`src/rtl/imm_alloc_pkg.sv`:
```
// Shared definitions for the immediate-file row allocator: row-count width
// and one-hot to binary index conversion.
package imm_alloc_pkg;

   localparam int MAX_ROWS = 64;
   localparam int MAX_RW   = 6;

   typedef logic [MAX_ROWS-1:0] row_vec_t;
   typedef logic [MAX_RW-1:0]   row_idx_t;

   // Width needed to hold a busy-row count from 0 up to and including nrow.
   function automatic int row_cnt_width(input int nrow);
      return $clog2(nrow) + 1;
   endfunction

   function automatic row_idx_t onehot_to_idx(input row_vec_t oh);
      row_idx_t idx;
      idx = '0;
      for (int i = 0; i < MAX_ROWS; i++) begin
         if (oh[i]) begin
            idx = idx | row_idx_t'(i);
         end
      end
      return idx;
   endfunction

endpackage

```
`src/rtl/imm_alloc_rrpick.sv`:
```
// Rotate-priority picker: first free row at or after ptr, wrapping modulo NROW.
module imm_alloc_rrpick
   import imm_alloc_pkg::*;
#(
   parameter int NROW = 8,
   parameter int RW   = 3
) (
   input  logic [NROW-1:0] busy,
   input  logic [RW-1:0]   ptr,
   output logic [NROW-1:0] onehot,
   output logic [RW-1:0]   idx,
   output logic            found
);

   row_vec_t oh_ext;

   always_comb begin
      onehot = '0;
      found  = 1'b0;
      for (int k = 0; k < NROW; k++) begin
         if (!found && !busy[(int'(ptr) + k) % NROW]) begin
            onehot[(int'(ptr) + k) % NROW] = 1'b1;
            found = 1'b1;
         end
      end
   end

   always_comb begin
      oh_ext = '0;
      oh_ext[NROW-1:0] = onehot;
   end

   assign idx = RW'(onehot_to_idx(oh_ext));

endmodule

```
`src/rtl/imm_alloc.sv`:
```
// Immediate-file row allocator: grants one 4-entry row per request, round-robin.
// Optional IMM_ALLOC_ERR_EN adds a sticky o_err flag for illegal frees.
module imm_alloc
   import imm_alloc_pkg::*;
#(
   parameter int SIZE = 32,
   parameter int RW   = $clog2(SIZE/4)
) (
   input  logic              i_clk,
   input  logic              i_rst_n,
   input  logic              i_alloc_req,
   output logic              o_alloc_gnt,
   output logic              o_we,
   output logic [SIZE/4-1:0] o_waddr,
   output logic [RW-1:0]     o_row_idx,
   input  logic              i_free_vld,
   input  logic [RW-1:0]     i_free_idx,
   input  logic              i_flush,
   output logic              o_full,
   output logic [RW:0]       o_count
`ifdef IMM_ALLOC_ERR_EN
   ,
   output logic              o_err
`endif
);

   localparam int NROW = SIZE / 4;
   localparam int CW   = row_cnt_width(NROW);

   logic [NROW-1:0] busy_q;
   logic [NROW-1:0] busy_d;
   logic [RW-1:0]   ptr_q;
   logic [RW-1:0]   ptr_nxt;
   logic [CW-1:0]   count_q;
   logic [CW-1:0]   count_d;
   logic [NROW-1:0] cand_oh;
   logic [RW-1:0]   cand_idx;
   logic            cand_found;
   logic            full;
   logic            gnt;
   logic            free_hit;

   imm_alloc_rrpick #(
      .NROW (NROW),
      .RW   (RW)
   ) u_pick (
      .busy   (busy_q),
      .ptr    (ptr_q),
      .onehot (cand_oh),
      .idx    (cand_idx),
      .found  (cand_found)
   );

   assign full     = (count_q == CW'(NROW));
   assign free_hit = i_free_vld && (int'(i_free_idx) < NROW) && busy_q[i_free_idx];
   // Reset gates the grant so nothing is handed out while rows are being discarded.
   assign gnt      = i_rst_n && i_alloc_req && !full && !i_flush && cand_found;
   assign ptr_nxt  = (cand_idx == RW'(NROW - 1)) ? '0 : cand_idx + 1'b1;

   always_comb begin
      busy_d = busy_q;
      if (gnt) begin
         busy_d = busy_d | cand_oh;
      end
      if (free_hit) begin
         busy_d[i_free_idx] = 1'b0;
      end
   end

   always_comb begin
      count_d = count_q;
      case ({gnt, free_hit})
         2'b10:   count_d = count_q + 1'b1;
         2'b01:   count_d = count_q - 1'b1;
         default: count_d = count_q;
      endcase
   end

   always_ff @(posedge i_clk or negedge i_rst_n) begin
      if (!i_rst_n) begin
         busy_q  <= '0;
         ptr_q   <= '0;
         count_q <= '0;
      end else if (i_flush) begin
         busy_q  <= '0;
         count_q <= '0;
      end else begin
         busy_q  <= busy_d;
         count_q <= count_d;
         if (gnt) begin
            ptr_q <= ptr_nxt;
         end
      end
   end

   assign o_alloc_gnt = gnt;
   assign o_we        = gnt;
   assign o_waddr     = gnt ? cand_oh : '0;
   assign o_row_idx   = gnt ? cand_idx : '0;
   assign o_full      = full;
   assign o_count     = (RW+1)'(count_q);

`ifdef IMM_ALLOC_ERR_EN
   logic err_q;
   logic illegal_free;

   assign illegal_free = i_free_vld && ((int'(i_free_idx) >= NROW) || !busy_q[i_free_idx]);

   always_ff @(posedge i_clk or negedge i_rst_n) begin
      if (!i_rst_n) begin
         err_q <= 1'b0;
      end else if (i_flush) begin
         err_q <= 1'b0;
      end else if (illegal_free) begin
         err_q <= 1'b1;
      end
   end

   assign o_err = err_q;
`endif

endmodule
```
`config.mk`:
```
export PLATFORM = sky130hd
export DESIGN_NAME = imm_alloc
export DESIGN_NICKNAME = d
export VERILOG_FILES = /design/src/rtl/imm_alloc_pkg.sv /design/src/rtl/imm_alloc_rrpick.sv /design/src/rtl/imm_alloc.sv
export SDC_FILE = /design/constraint.sdc
export NUM_CORES = 1
export LEC_CHECK = 0
export ABC_AREA = 1
export BUFFER_PORTS_ARGS = -buffer_cell sky130_fd_sc_hd__buf_2
export CAP_MARGIN = 15
export CORE_ASPECT_RATIO = 1.1
export CORE_MARGIN = 4
export CORE_UTILIZATION = 52
export DETAILED_ROUTE_END_ITERATION = 10
export PLACE_DENSITY_LB_ADDON = 0.25
export SYNTH_ARGS = -nofsm -noshare
export SYNTH_HDL_FRONTEND = slang
export SYNTH_HIERARCHICAL = 1
export SYNTH_SLANG_ARGS = --single-unit
```
`constraint.sdc`:
```
create_clock -name i_clk -period 8.1 [get_ports i_clk]
set_input_delay 1.62 -clock i_clk [delete_from_list [all_inputs] [get_ports i_clk]]
set_output_delay 1.62 -clock i_clk [all_outputs]
set_load 0.01 [all_outputs]
```
==> flow_metrics.env <==
export IMPL_status="complete, no violations"
export IMPL_fin_crit_ps=5820
export IMPL_period_share_pct=71.8
export IMPL_cp_start_kind="flip-flop"
export IMPL_wl_per_cell_um=14.2
export IMPL_die_y_um=79.1
export IMPL_mostFrequentLayoutCells="nand2_1 (98), inv_1 (61), nor2_1 (55)"
export IMPL_grt_overflow=0
export IMPL_antenna_found_initial=0
export IMPL_grt_util_met3_pct=1.39
export IMPL_crit_family="simple AND/OR/NAND/NOR gates"
export IMPL_dpl_instance_area_um2=2500
export IMPL_grt_util_all_layers_pct=24.6
export IMPL_regArea_um2=375
export IMPL_synth_distinct_cells=37
export IMPL_grt_busiest_layer="met2"
export IMPL_final_common_cell="nand2_1"
export IMPL_numPortBuffers=25
export IMPL_rows=25
export IMPL_multi_input_area_um2=1680
export IMPL_routabilityCongestion=0.942
export IMPL_hold_class="reg2reg"
export IMPL_leakagePower_nw=1.41
export IMPL_vdd_drop_max_v=0.000167
export IMPL_synth_xor_area_share_pct=1.42
export IMPL_layout_drive_gt1_share_pct=17.3
export IMPL_place_hpwl_um=5350
export IMPL_cp_depth=13
export IMPL_synthSimpleGateAreaFrac_pct=55.9
export IMPL_drv_cap=0
export IMPL_synth_seq_cells=15
export IMPL_r2r_cells=20
export IMPL_max_slew_margin_pct=51.2
export IMPL_core_area_um2=4380
export IMPL_finalSetupViolCount=0
export IMPL_drtIter0Drc=299
export IMPL_cts_path_max_buffers=2
export IMPL_cp_arrival_ps=4200
export IMPL_final_antenna_net_count=0
export IMPL_start_util_pct=54.5
export IMPL_p_per_area_nw_per_um2=361
export IMPL_holdBufCountCts=0
export IMPL_crit_path_end_kind="output pin"
export IMPL_cpMaxStageDelayCell="dfrtp_1"
export IMPL_clk_insertion_delay_late_ps=260
export IMPL_hold_depth=2
export IMPL_vias=2681
export IMPL_finClkSkew_ps=1.51
export IMPL_clkSinkCount=15
export IMPL_finalMaxSlewViolations=0
export IMPL_synth_top_family_by_area="simple AND/OR/NAND/NOR gates"
export IMPL_grt_util_met2_pct=39.0
export IMPL_synthAdderAreaFrac_pct=5.24
export IMPL_total_power_uw=920
export IMPL_worstPathRequired_ps=6480
export IMPL_crit_path_max_fanout=25
export IMPL_cp_slowest_stage_delay_ps=820
export IMPL_gr_usage_met1_pct=33.1
export IMPL_cts_buffers=3
export IMPL_fillers=451
export IMPL_routed_wl_um=6680
export IMPL_die_w_um=72.6
export IMPL_tightest_slew_ps=732
export IMPL_syn_area_per_cell_um2=6.00
export IMPL_post_drt_via_cell_ratio=5.70
export IMPL_grt_pass1_wl_um=11300
export IMPL_syn_inst=398
export IMPL_tns_ps=0
export IMPL_yosysSeqAreaShare_pct=15.7
export IMPL_grt_max_degree=26
export IMPL_critical_path_class="reg2out"
export IMPL_clock_fmax_ghz=0.172
export IMPL_antenna_cells=0
export IMPL_pin_count=26
export IMPL_synth_area_mux_share_pct=0
export IMPL_synth_nets=416
export IMPL_drc=0
export IMPL_synth_area_um2=2390
export IMPL_dr_pass1_iters=5
export IMPL_timing_hold_ws_ps=612
export IMPL_final_cell_area_um2=2550
export IMPL_finalHoldViolCount=0
export IMPL_syn_to_final_growth_pct=6.87
export IMPL_path_clk_slew_ps=60
export IMPL_crit_buf_inv=4
export IMPL_grt_pass1_vias=2389
export IMPL_ys_warn_count=6
export IMPL_cp_cell_sequence="inv_2, ha_1, inv_2, nand3_1, nand2_1, o21ai_2, nand4_4, or3_1, nand2_1, nor2_1, nand2_2, inv_1, buf_2"
export IMPL_postCtsSetupRepairBufs=0
export IMPL_synth_compound_area_share_pct=7.60
export IMPL_cts_root_buf="clkbuf_8"
export IMPL_cts_tree="done"
export IMPL_h_tree_depth=1
export IMPL_fin_nets=435
export IMPL_dieArea_um2=5740
export IMPL_rsz0062_at_grt="no"
export IMPL_cts_repair_resized=0
cell usage after synthesis, drive strengths merged:
cell type	number	share of area [%]
a31oi	2	1.0
buf	8	2.7
clkbuf	3	0.47
dfrtp	15	16
ha	10	5.2
inv	69	11
nand2	112	20
nand3	58	14
nand3b	1	0.47
nand4	20	6.4
nor2	58	10
nor3	17	4.0
o2111ai	1	0.37
o21ai	6	1.9
o221ai	8	2.9
o22ai	4	1.0
o31ai	1	0.31
or2	1	0.26
or3	1	0.26
xnor2	1	0.68
xor2	2	0.73
layout make-up:
cell class	instances	share of cell area (%)
sequential	15	14.7
inverter	69	10.3
clock buffer	3	1.62
multi-input combinational	303	65.7
tap	54	2.65
timing repair buffer	25	4.90
clock inverter	1	0.196
cells by family (layout without fill, tap and decap cells):
| logic type | Yosys count | in the layout |
|---|---|---|
| DFF | 15 | 15 |
| buffers and inverters | 80 | 98 |
| xor gates and xnor gates | 3 | 3 |
| and+or+nand+nor | 268 | 268 |
| AOI/OAI and AO/OA | 22 | 22 |
| adders and majority gates | 10 | 10 |
registers in the layout, summed over array words and instances (netlist names):
name / cells
busy_q: 8
o_count: 4
ptr_q: 3
routing by layer:
layer  wire length, µm  up-vias
met1              2810     1186
met4               282        0
met2              3150      136
met3               438       22
li1                  -     1337
met5                 0        -
metrics by stage:
stage | setup WS, ps | utilization, % | instances
after floorplan | 3590 | - | 398
after global placement | 2740 | 57.2 | 466
after detailed placement | 2630 | 57.2 | 466
after CTS | 2330 | 58.3 | 470
after global routing | 1890 | 58.3 | 470
final | 2280 | 58.3 | 470
path summary, 6_finish.rpt:
path | startpoint | slack [ps] | end
max reg2reg | ptr_q[0] | 3440 | o_count[3]
min reg2reg | o_count[2] | 610 | o_count[2]
min in group asynchronous | i_rst_n | 1260 | o_count[1]
max in group asynchronous | i_rst_n | 6580 | busy_q[3]
max | ptr_q[0] | 2280 | o_alloc_gnt
min | o_count[2] | 610 | o_count[2]
report_power, final:
| part | total, mW | switching [mW] | internal, mW |
|---|---|---|---|
| Sequential | 0.124 | 0.0383 | 0.0858 |
| Combinational | 0.733 | 0.536 | 0.197 |
| Clock | 0.0626 | 0.0284 | 0.0342 |
| Total | 0.920 | 0.603 | 0.317 |
worst reg2reg max path: stages (launching register included):
cell	delay, ps
dfrtp_1	820
inv_2	320
ha_1	620
inv_2	190
nand3_1	120
nand2_1	80
o21ai_2	500
nand4_4	190
or3_1	350
nand2_1	70
nor2_1	50
nand2_2	280
nand3_4	160
inv_1	80
ha_1	240
inv_1	90
nor2_1	50
nor2_1	120
nand3_1	80
nand3_1	90
nand2_1	50
Note: power is estimated with default switching activity, not from simulation.
